### config.mk
export PLATFORM = sky130hd
export DESIGN_NAME = spike_flit_serializer
export DESIGN_NICKNAME = d
export VERILOG_FILES = /design/src/rtl/noc_pkg.sv /design/src/rtl/spike_packet_fifo.sv /design/src/rtl/spike_flit_serializer.sv
export SDC_FILE = /design/constraint.sdc
export NUM_CORES = 1
export LEC_CHECK = 0
export ABC_AREA = 1
export ABC_CLOCK_PERIOD_IN_PS = 6500
export BUFFER_PORTS_ARGS = -buffer_cell sky130_fd_sc_hd__buf_2
export CORE_UTILIZATION = 68
export CTS_BUF_LIST = sky130_fd_sc_hd__clkbuf_8
export CTS_CLUSTER_DIAMETER = 200
export DETAILED_ROUTE_END_ITERATION = 12
export PLACE_DENSITY = 0.95
export RECOVER_POWER = 100
export SYNTH_ARGS = -nofsm -noshare
export SYNTH_HDL_FRONTEND = slang
export SYNTH_SLANG_ARGS = --single-unit
### constraint.sdc
create_clock -name clk -period 6.5 [get_ports clk]
set_input_delay 0.975 -clock clk [delete_from_list [all_inputs] [get_ports clk]]
set_output_delay 0.975 -clock clk [all_outputs]
set_load 0.03 [all_outputs]
### src/rtl/noc_pkg.sv
// Shared NoC constants and the serializer FSM encoding used by the spike injection path.
package noc_pkg;
   localparam int PACKET_SIZE      = 32;
   localparam int FLIT_SIZE        = 4;
   localparam int FLITS_PER_PACKET = PACKET_SIZE / FLIT_SIZE;
   localparam int FLIT_CNT_WIDTH   = $clog2(FLITS_PER_PACKET);
   localparam int FIFO_DEPTH       = 4;
   localparam int PTR_WIDTH        = $clog2(FIFO_DEPTH);

   typedef enum logic {
      IDLE = 1'b0,
      SEND = 1'b1
   } ser_state_e;
endpackage

### src/rtl/spike_packet_fifo.sv
// Packet queue for the spike serializer: circular storage, wrap-around pointers, registered full flag.
module spike_packet_fifo #(
   parameter int WIDTH     = 32,
   parameter int DEPTH     = 4,
   parameter int PTR_WIDTH = 2
) (
   input  logic             clk,
   input  logic             reset,
   input  logic             push_i,
   input  logic             pop_i,
   input  logic [WIDTH-1:0] data_i,
   output logic [WIDTH-1:0] data_o,
   output logic             full_o,
   output logic             empty_o
);
   logic [WIDTH-1:0]   mem_q [DEPTH];
   logic [PTR_WIDTH-1:0] wr_ptr_q, rd_ptr_q;
   logic [PTR_WIDTH:0]   count_q, count_d;
   logic                 full_q;
   logic                 push_ok, pop_ok;

   // A pop in the same cycle frees a slot, so a push at full still lands.
   assign push_ok = push_i && (!full_q || pop_i);
   assign pop_ok  = pop_i && (count_q != '0);
   assign count_d = count_q + {{PTR_WIDTH{1'b0}}, push_ok} - {{PTR_WIDTH{1'b0}}, pop_ok};

   assign data_o  = mem_q[rd_ptr_q];
   assign full_o  = full_q;
   assign empty_o = (count_q == '0);

   always_ff @(posedge clk) begin
      if (push_ok) mem_q[wr_ptr_q] <= data_i;
   end

   always_ff @(posedge clk or posedge reset) begin
      if (reset) begin
         wr_ptr_q <= '0;
         rd_ptr_q <= '0;
         count_q  <= '0;
         full_q   <= 1'b0;
      end else begin
         if (push_ok) wr_ptr_q <= wr_ptr_q + 1'b1;
         if (pop_ok)  rd_ptr_q <= rd_ptr_q + 1'b1;
         count_q <= count_d;
         full_q  <= (count_d == (PTR_WIDTH+1)'(DEPTH));
      end
   end
endmodule

### src/rtl/spike_flit_serializer.sv
// Queues neuron spike packets and streams them MSB-flit first to the router local port.
// Define SPIKE_DROP_CNT_EN to expose a saturating counter of packets dropped at full.
module spike_flit_serializer #(
   parameter int PACKET_SIZE = 32,
   parameter int FLIT_SIZE   = 4,
   parameter int FIFO_DEPTH  = 4,
   parameter int PTR_WIDTH   = 2
) (
   input  logic                   clk,
   input  logic                   reset,
   input  logic [PACKET_SIZE-1:0] packet_in,
   input  logic                   write_en,
   output logic                   full,
   output logic [FLIT_SIZE-1:0]   flit_out,
   output logic                   write_req,
   input  logic                   router_full,
   output logic                   busy
`ifdef SPIKE_DROP_CNT_EN
   ,
   output logic [15:0]            drop_cnt
`endif
);
   import noc_pkg::*;

   localparam int FPP = PACKET_SIZE / FLIT_SIZE;
   localparam int CW  = (FPP > 1) ? $clog2(FPP) : 1;

   ser_state_e             state_q;
   logic [PACKET_SIZE-1:0] shreg_q;
   logic [CW-1:0]          flit_cnt_q;
   logic [FLIT_SIZE-1:0]   flit_out_q;
   logic                   write_req_q;

   logic [PACKET_SIZE-1:0] head;
   logic                   empty, pop, last_flit;

   assign last_flit = (flit_cnt_q == CW'(FPP-1));
   // Reload on the last flit's edge keeps back-to-back packets bubble-free.
   assign pop = !empty && ((state_q == IDLE) ||
                           (state_q == SEND && !router_full && last_flit));

   spike_packet_fifo #(
      .WIDTH     (PACKET_SIZE),
      .DEPTH     (FIFO_DEPTH),
      .PTR_WIDTH (PTR_WIDTH)
   ) u_fifo (
      .clk     (clk),
      .reset   (reset),
      .push_i  (write_en),
      .pop_i   (pop),
      .data_i  (packet_in),
      .data_o  (head),
      .full_o  (full),
      .empty_o (empty)
   );

   always_ff @(posedge clk or posedge reset) begin
      if (reset) begin
         state_q     <= IDLE;
         shreg_q     <= '0;
         flit_cnt_q  <= '0;
         flit_out_q  <= '0;
         write_req_q <= 1'b0;
      end else begin
         case (state_q)
            IDLE: begin
               write_req_q <= 1'b0;
               if (!empty) begin
                  shreg_q    <= head;
                  flit_cnt_q <= '0;
                  state_q    <= SEND;
               end
            end
            SEND: begin
               if (router_full) begin
                  write_req_q <= 1'b0;
               end else begin
                  flit_out_q  <= shreg_q[PACKET_SIZE-1 -: FLIT_SIZE];
                  write_req_q <= 1'b1;
                  shreg_q     <= shreg_q << FLIT_SIZE;
                  flit_cnt_q  <= flit_cnt_q + 1'b1;
                  if (last_flit) begin
                     if (!empty) begin
                        shreg_q    <= head;
                        flit_cnt_q <= '0;
                     end else begin
                        state_q <= IDLE;
                     end
                  end
               end
            end
            default: state_q <= IDLE;
         endcase
      end
   end

   assign flit_out  = flit_out_q;
   assign write_req = write_req_q;
   // The final flit is still on the wire the cycle after the FSM drops to IDLE.
   assign busy      = (state_q == SEND) || !empty || write_req_q;

`ifdef SPIKE_DROP_CNT_EN
   logic [15:0] drop_cnt_q;
   logic        drop;

   assign drop = write_en && full && !pop;

   always_ff @(posedge clk or posedge reset) begin
      if (reset)                              drop_cnt_q <= '0;
      else if (drop && drop_cnt_q != 16'hFFFF) drop_cnt_q <= drop_cnt_q + 16'd1;
   end

   assign drop_cnt = drop_cnt_q;
`endif
endmodule

After elaboration in Yosys (flattened, before gate mapping)
Memory sizes are Yosys's and may differ from the RTL's.
Cells that the tools add are included.

storage, ports and cells
  input port bits = 36
  memories = 1
  output and inout port bits = 7
  flip-flop bits (word level) = 49
  word-level logic and storage cells = 55
  RAM bits = 128

memory list
  name          depth  width  rd ports  clocked after memory_dff  write ports  RTL line                 RTL
  u_fifo.mem_q  4      32     1         0                         1            spike_packet_fifo.sv:16  logic [WIDTH-1:0] mem_q [DEPTH];

operators by class
  bitwise gates (word level) = 2
  muxes and demuxes = 18
  add/sub/neg operators = 5
  equal/unequal tests = 4
  reductions and logical operators = 16

operators with widths
  kind                                                           count
  32-bit two-way mux                                             4
  32-bit case mux with 2 select lines                            1
  3-bit two-way mux                                              4
  3-bit equality test, second input constant                     2
  1-bit two-way mux                                              6
  3-bit case mux with 2 select lines                             1
  1-bit logical AND                                              5
  2-bit by 1-bit adder with 2-bit output, second input constant  2
  1-bit logical OR                                               4
  2-bit != test, second input constant                           2
  1-bit case mux with 2 select lines                             2
  2-bit AND reduction                                            2
  3-bit by 1-bit adder with 3-bit output                         1
  3-bit by 1-bit adder with 3-bit output, second input constant  1
  1-bit logical NOT                                              3
  3-bit logical NOT                                              1
  3-bit nonzero test                                             1
  3-bit by 1-bit subtractor with 3-bit output                    1
  1-bit inverter                                                 2

Depth between registers and ports, before layout
  depth in word-level cells = 10
  depth in mapped cells = 13
  mapped depth without buffers = 13

Modules after synthesis
A second synthesis with hierarchy kept.

second synthesis, totals
  cell total of the unflattened synthesis = 658
  area, all modules = 7536.0 um^2

by module, submodules not included
  module                 instances  area each (um^2)  sequential area each (um^2)  cells each
  spike_packet_fifo      1          5574.1            4043.9                       436
  spike_flit_serializer  1          1961.9            1026.0                       222

Worst setup path before layout
OpenSTA, ideal clock, no wires.

  path kind = in2reg
  start point = input port router_full
  end point = memory u_fifo.mem_q[0][0] (enable)
  library setup time = 421 ps
  stages = 5
  required time = 6079 ps
  arrival = 2832 ps
  path buffers = 0
  slack = 3247 ps
  path through = o21ai_0 nand2_1 nand2_1 nand2_1 nor2_1

between the ends
  longest elaborated chain between the ends = 9

ends and longest elaborated chain
  element                                  RTL line                     RTL
  start, declared                          spike_flit_serializer.sv:16  input logic router_full,
  1-bit logical NOT                        spike_flit_serializer.sv:40  (state_q == SEND && !router_full && last_flit));
  1-bit logical AND (2 in a row)           spike_flit_serializer.sv:40
  1-bit logical OR                         spike_flit_serializer.sv:39  assign pop = !empty && ((state_q == IDLE) ||
  1-bit logical AND                        spike_flit_serializer.sv:39
  1-bit logical OR                         spike_packet_fifo.sv:23      assign push_ok = push_i && (!full_q || pop_i);
  1-bit logical AND                        spike_packet_fifo.sv:23
  1-bit two-way mux                        spike_packet_fifo.sv:32      if (push_ok) mem_q[wr_ptr_q] <= data_i;
  1-bit two-way mux (implied by the code)  spike_packet_fifo.sv:32
  end, declared                            spike_packet_fifo.sv:16

No other way between the ends.

Worst setup path after layout
  start point = register state_q
  end point = register flit_cnt_q[1]

between the ends
  longest elaborated chain between the ends = 3
  elaborated cells between the ends (all ways) = 5
  classes of those cells = 2 x eq/ne; 1 x mux; 1 x bitwise; 1 x reduce/logical

ends and longest elaborated chain
  element                               RTL line                     RTL
  start, declared                       spike_flit_serializer.sv:28  ser_state_e state_q;
  start signal, assigned                spike_flit_serializer.sv:59  state_q <= IDLE;
  start signal, assigned                spike_flit_serializer.sv:71  state_q <= SEND;
  start signal, assigned                spike_flit_serializer.sv:87  state_q <= IDLE;
  1-bit inverter                        -
  2-bit != test (no source line)        -
  2-bit AND reduction (no source line)  -
  end signal, assigned                  spike_flit_serializer.sv:81  flit_cnt_q <= flit_cnt_q + 1'b1;
  end, declared                         spike_flit_serializer.sv:30  logic [CW-1:0] flit_cnt_q;

Several ways; a longest one is shown, not always the timed one.
A chain may end at the register's enable or synchronous reset.

==> metrics.md <==
| Metric | Value |
|---|---|
| Status | `finished with violations` |
| Failing checks | `max-capacitance violations, max-slew violations` |
| Post-synth top area share | `51.0%` |
| Met1 Routed Length | `5.83 mm` |
| Worst Setup Start Kind | `flop` |
| Placed instance count | `871` |
| Num rows | `38` |
| Endpoints failing hold | `0` |
| Sequential area share after synthesis | `67.3%` |
| Synth cell count leaders | `nand2_1, edfxtp_1, nor2_1` |
| Number of setup buffers added after CTS | `0` |
| Crit Path Category | `flop to flop` |
| Post-Synth XOR/XNOR Area | `0.349%` |
| Via density | `5.84` |
| Post-synthesis simple-gate area fraction | `18.9%` |
| Clock sink total | `177` |
| DRT Wirelength | `15.7 mm` |
| Number of H-tree levels | `4` |
| Largest net degree at the start of global routing | `69` |
| Ys flop type | `edfxtp_1` |
| Period minus WS final | `4.25 ns` |
| Synthesized area | `7540 um^2` |
| Total track usage | `29.6%` |
| Post-synthesis adder-cell area fraction | `1.59%` |
| Fillers | `633` |
| Total gr overflow | `0` |
| Top routing layer used | `met4` |
| Fin cells | `903` |
| Clock Path Buffers | `2` |
| Final period util | `65.4%` |
| Mux share of post-synthesis cell area | `0%` |
| Hold buffers post-CTS | `0` |
| Number of remaining DRC errors | `0` |
| Gpl congestion | `0.826` |
| DRT antenna net count | `0` |
| Synth unique cells | `26` |
| Synth Area in Compound Gates | `5.08%` |
| Setup TNS | `0 ns` |
| Hold Crit Class | `flop to flop` |
| Clock skew | `0.00969 ns` |
| Max cap viols | `5` |
| Critical Path RT | `6.79 ns` |
| VDD IR max | `0.000271 V` |
| Async set-reset flop share out of synthesis | `27.7%` |
| Pwr dens | `417 nW/um^2` |
| Antenna violations before repair | `0` |
| Vias in the first global route | `5,350` |
| PortBufs | `42` |
| Least-Margin Pin Slew | `2.67 ns` |
| Critical Path AT | `4.54 ns` |
| Post-synthesis area per instance | `10.5 um^2` |
| Iteration count of the initial detailed-routing pass | `5` |
| Hpwl dp | `8.77 mm` |
| CTS tree | `yes` |
| Synth-to-layout area growth | `6.71%` |
| RSZ-0062 raised after global routing | `no` |
| Core area | `10,800 um^2` |
| ANT cells | `0` |
| Worst-path clk slew | `0.09 ns` |
| Ports | `43` |
| Top cells by area, synth | `edfxtp_1, dfrtp_1, nand2_1` |
| Post-synth EDFFs | `128` |
| Final #Nets | `795` |
| Final setup vio count | `0` |
| Metal3 WL | `1.44 mm` |
| Vias | `5,273` |
| Multi-input gate area | `1940 um^2` |
| Die height | `107 um` |
| DRT iter0 DRCs | `622` |
| Die Width | `107 um` |
| Count leader, synth | `nand2_1` |
| Global-route wire length before repair | `25.1 mm` |
| Final Max Tran Viols | `182` |
| Starting Density | `69.5%` |
| Die area | `11,500 um^2` |
| CTS buffer count | `17` |
| Synthesized net count | `763` |
| Slew HR | `-78.2%` |
| Synthesis warning total | `0` |
| Clock Root Buffer | `clkbuf_8` |
| DR WL/cell | `17.4 um` |
| FF+latch count, synth | `177` |
| Fmax | `235 MHz` |
| Share of cells above drive strength 1 | `6.95%` |
| Post-CTS Resized | `0` |
| Reg area | `5070 um^2` |
| Lkg Pwr | `3.38 nW` |
| DR WL met2 | `7.79 mm` |
| Crit. End Element | `flop` |
| Worst-Skew Late Latency | `0.45 ns` |
| Yosys top cell by area | `edfxtp_1` |
| Worst-path maximum fanout | `35` |
| Mapped Cells | `718` |
| Largest family of logic cells by synthesized area | `simple AND/OR/NAND/NOR gates` |
[critical path, stage by stage, from the launching register on]
cell and delay [ns]:
dfrtp_1 1.20, inv_1 0.21, nor2_1 0.44, inv_1 0.18, nand2_1 0.90, inv_1 0.83
nand2_1 0.22, o21ai_0 0.10
[metrics by stage]
step	utilization [%]	hold WS (ns)	worst slack [ns]	total power [W]	instance area (um^2)
floorplan	-	0.448	3.25	0.00238	7540
global placement	71.6	0.453	3.50	0.00256	7770
detailed placement	71.6	0.462	3.35	0.00264	7770
CTS	75.0	0.483	3.31	0.00334	8140
global route	74.2	0.501	1.93	0.00354	8040
finish	74.2	0.481	2.25	0.00335	8040
[area by class of cell]
class,count,area share (%)
Tap cell,140,2.18
Inverter,79,3.69
Timing Repair Buffer,49,2.43
Multi-Input combinational cell,426,24.1
Clock inverter,15,1.68
Clock buffer,17,2.91
Sequential cell,177,63.0
[flip-flops by register name, summed over array words and instances, names as in the netlist]
signal           count
u_fifo.count_q       3
flit_out             4
u_fifo.wr_ptr_q      2
u_fifo.full_o        1
u_fifo.rd_ptr_q      2
state_q              1
write_req            1
flit_cnt_q           3
shreg_q             32
u_fifo.mem_q       128
[path summary, 6_finish.rpt]
| check | slack (ns) | end | cells past startpoint | start |
|---|---|---|---|---|
| setup reg to reg | 2.25 | flit_cnt_q[1]$_DFFE_PP0P_ | 7 | state_q$_DFF_PP0_ |
| hold reg to reg | 0.48 | flit_out[0]$_DFFE_PP0P_ | 2 | flit_out[0]$_DFFE_PP0P_ |
| hold / removal | 0.48 | flit_out[0]$_DFFE_PP0P_ | 2 | flit_out[0]$_DFFE_PP0P_ |
| setup / recovery | 2.25 | flit_cnt_q[1]$_DFFE_PP0P_ | 7 | state_q$_DFF_PP0_ |
| max in group asynchronous | 3.29 | u_fifo.rd_ptr_q[0]$_DFFE_PP0P_ | 3 | reset |
| min in group asynchronous | 1.50 | shreg_q[11]$_DFFE_PP0P_ | 3 | reset |
[routing by layer]
metal	GRT usage, %	vias to the layer above
met3	7.69	71
met4	17.2	0
met2	48.5	330
met1	35.6	2474
met5	0	-
li1	-	2398
[where the power goes]
part / switching, W / leakage (nW) / internal (W)
Sequential: 0.000110 / 1.80 / 0.00150
Clock: 0.000393 / 0.179 / 0.000306
Combinational: 0.000747 / 1.39 / 0.000299
[layout by cell type, fill, tap and decap left out, drive strengths merged, types with 3 or more instances in the layout]
master,netlist,layout
buf,29,5
nor2,130,130
dfrtp,49,49
nand3,58,58
clkbuf,7,61
clkinv,12,17
edfxtp,128,128
nand2,151,151
o21ai,71,71
ha,8,8
o211ai,3,3
clkinvlp,0,4
inv,67,72
[logic make-up (layout without fill, tap and decap cells)]
logic type	after synthesis	count (layout)
and+or+nand+nor	339	339
DFF	177	177
buffers and inverters	115	160
AOI/OAI and AO/OA	75	75
adders and majority gates	9	9
xor gates and xnor gates	3	3
Power figures use the tool's default switching activity.
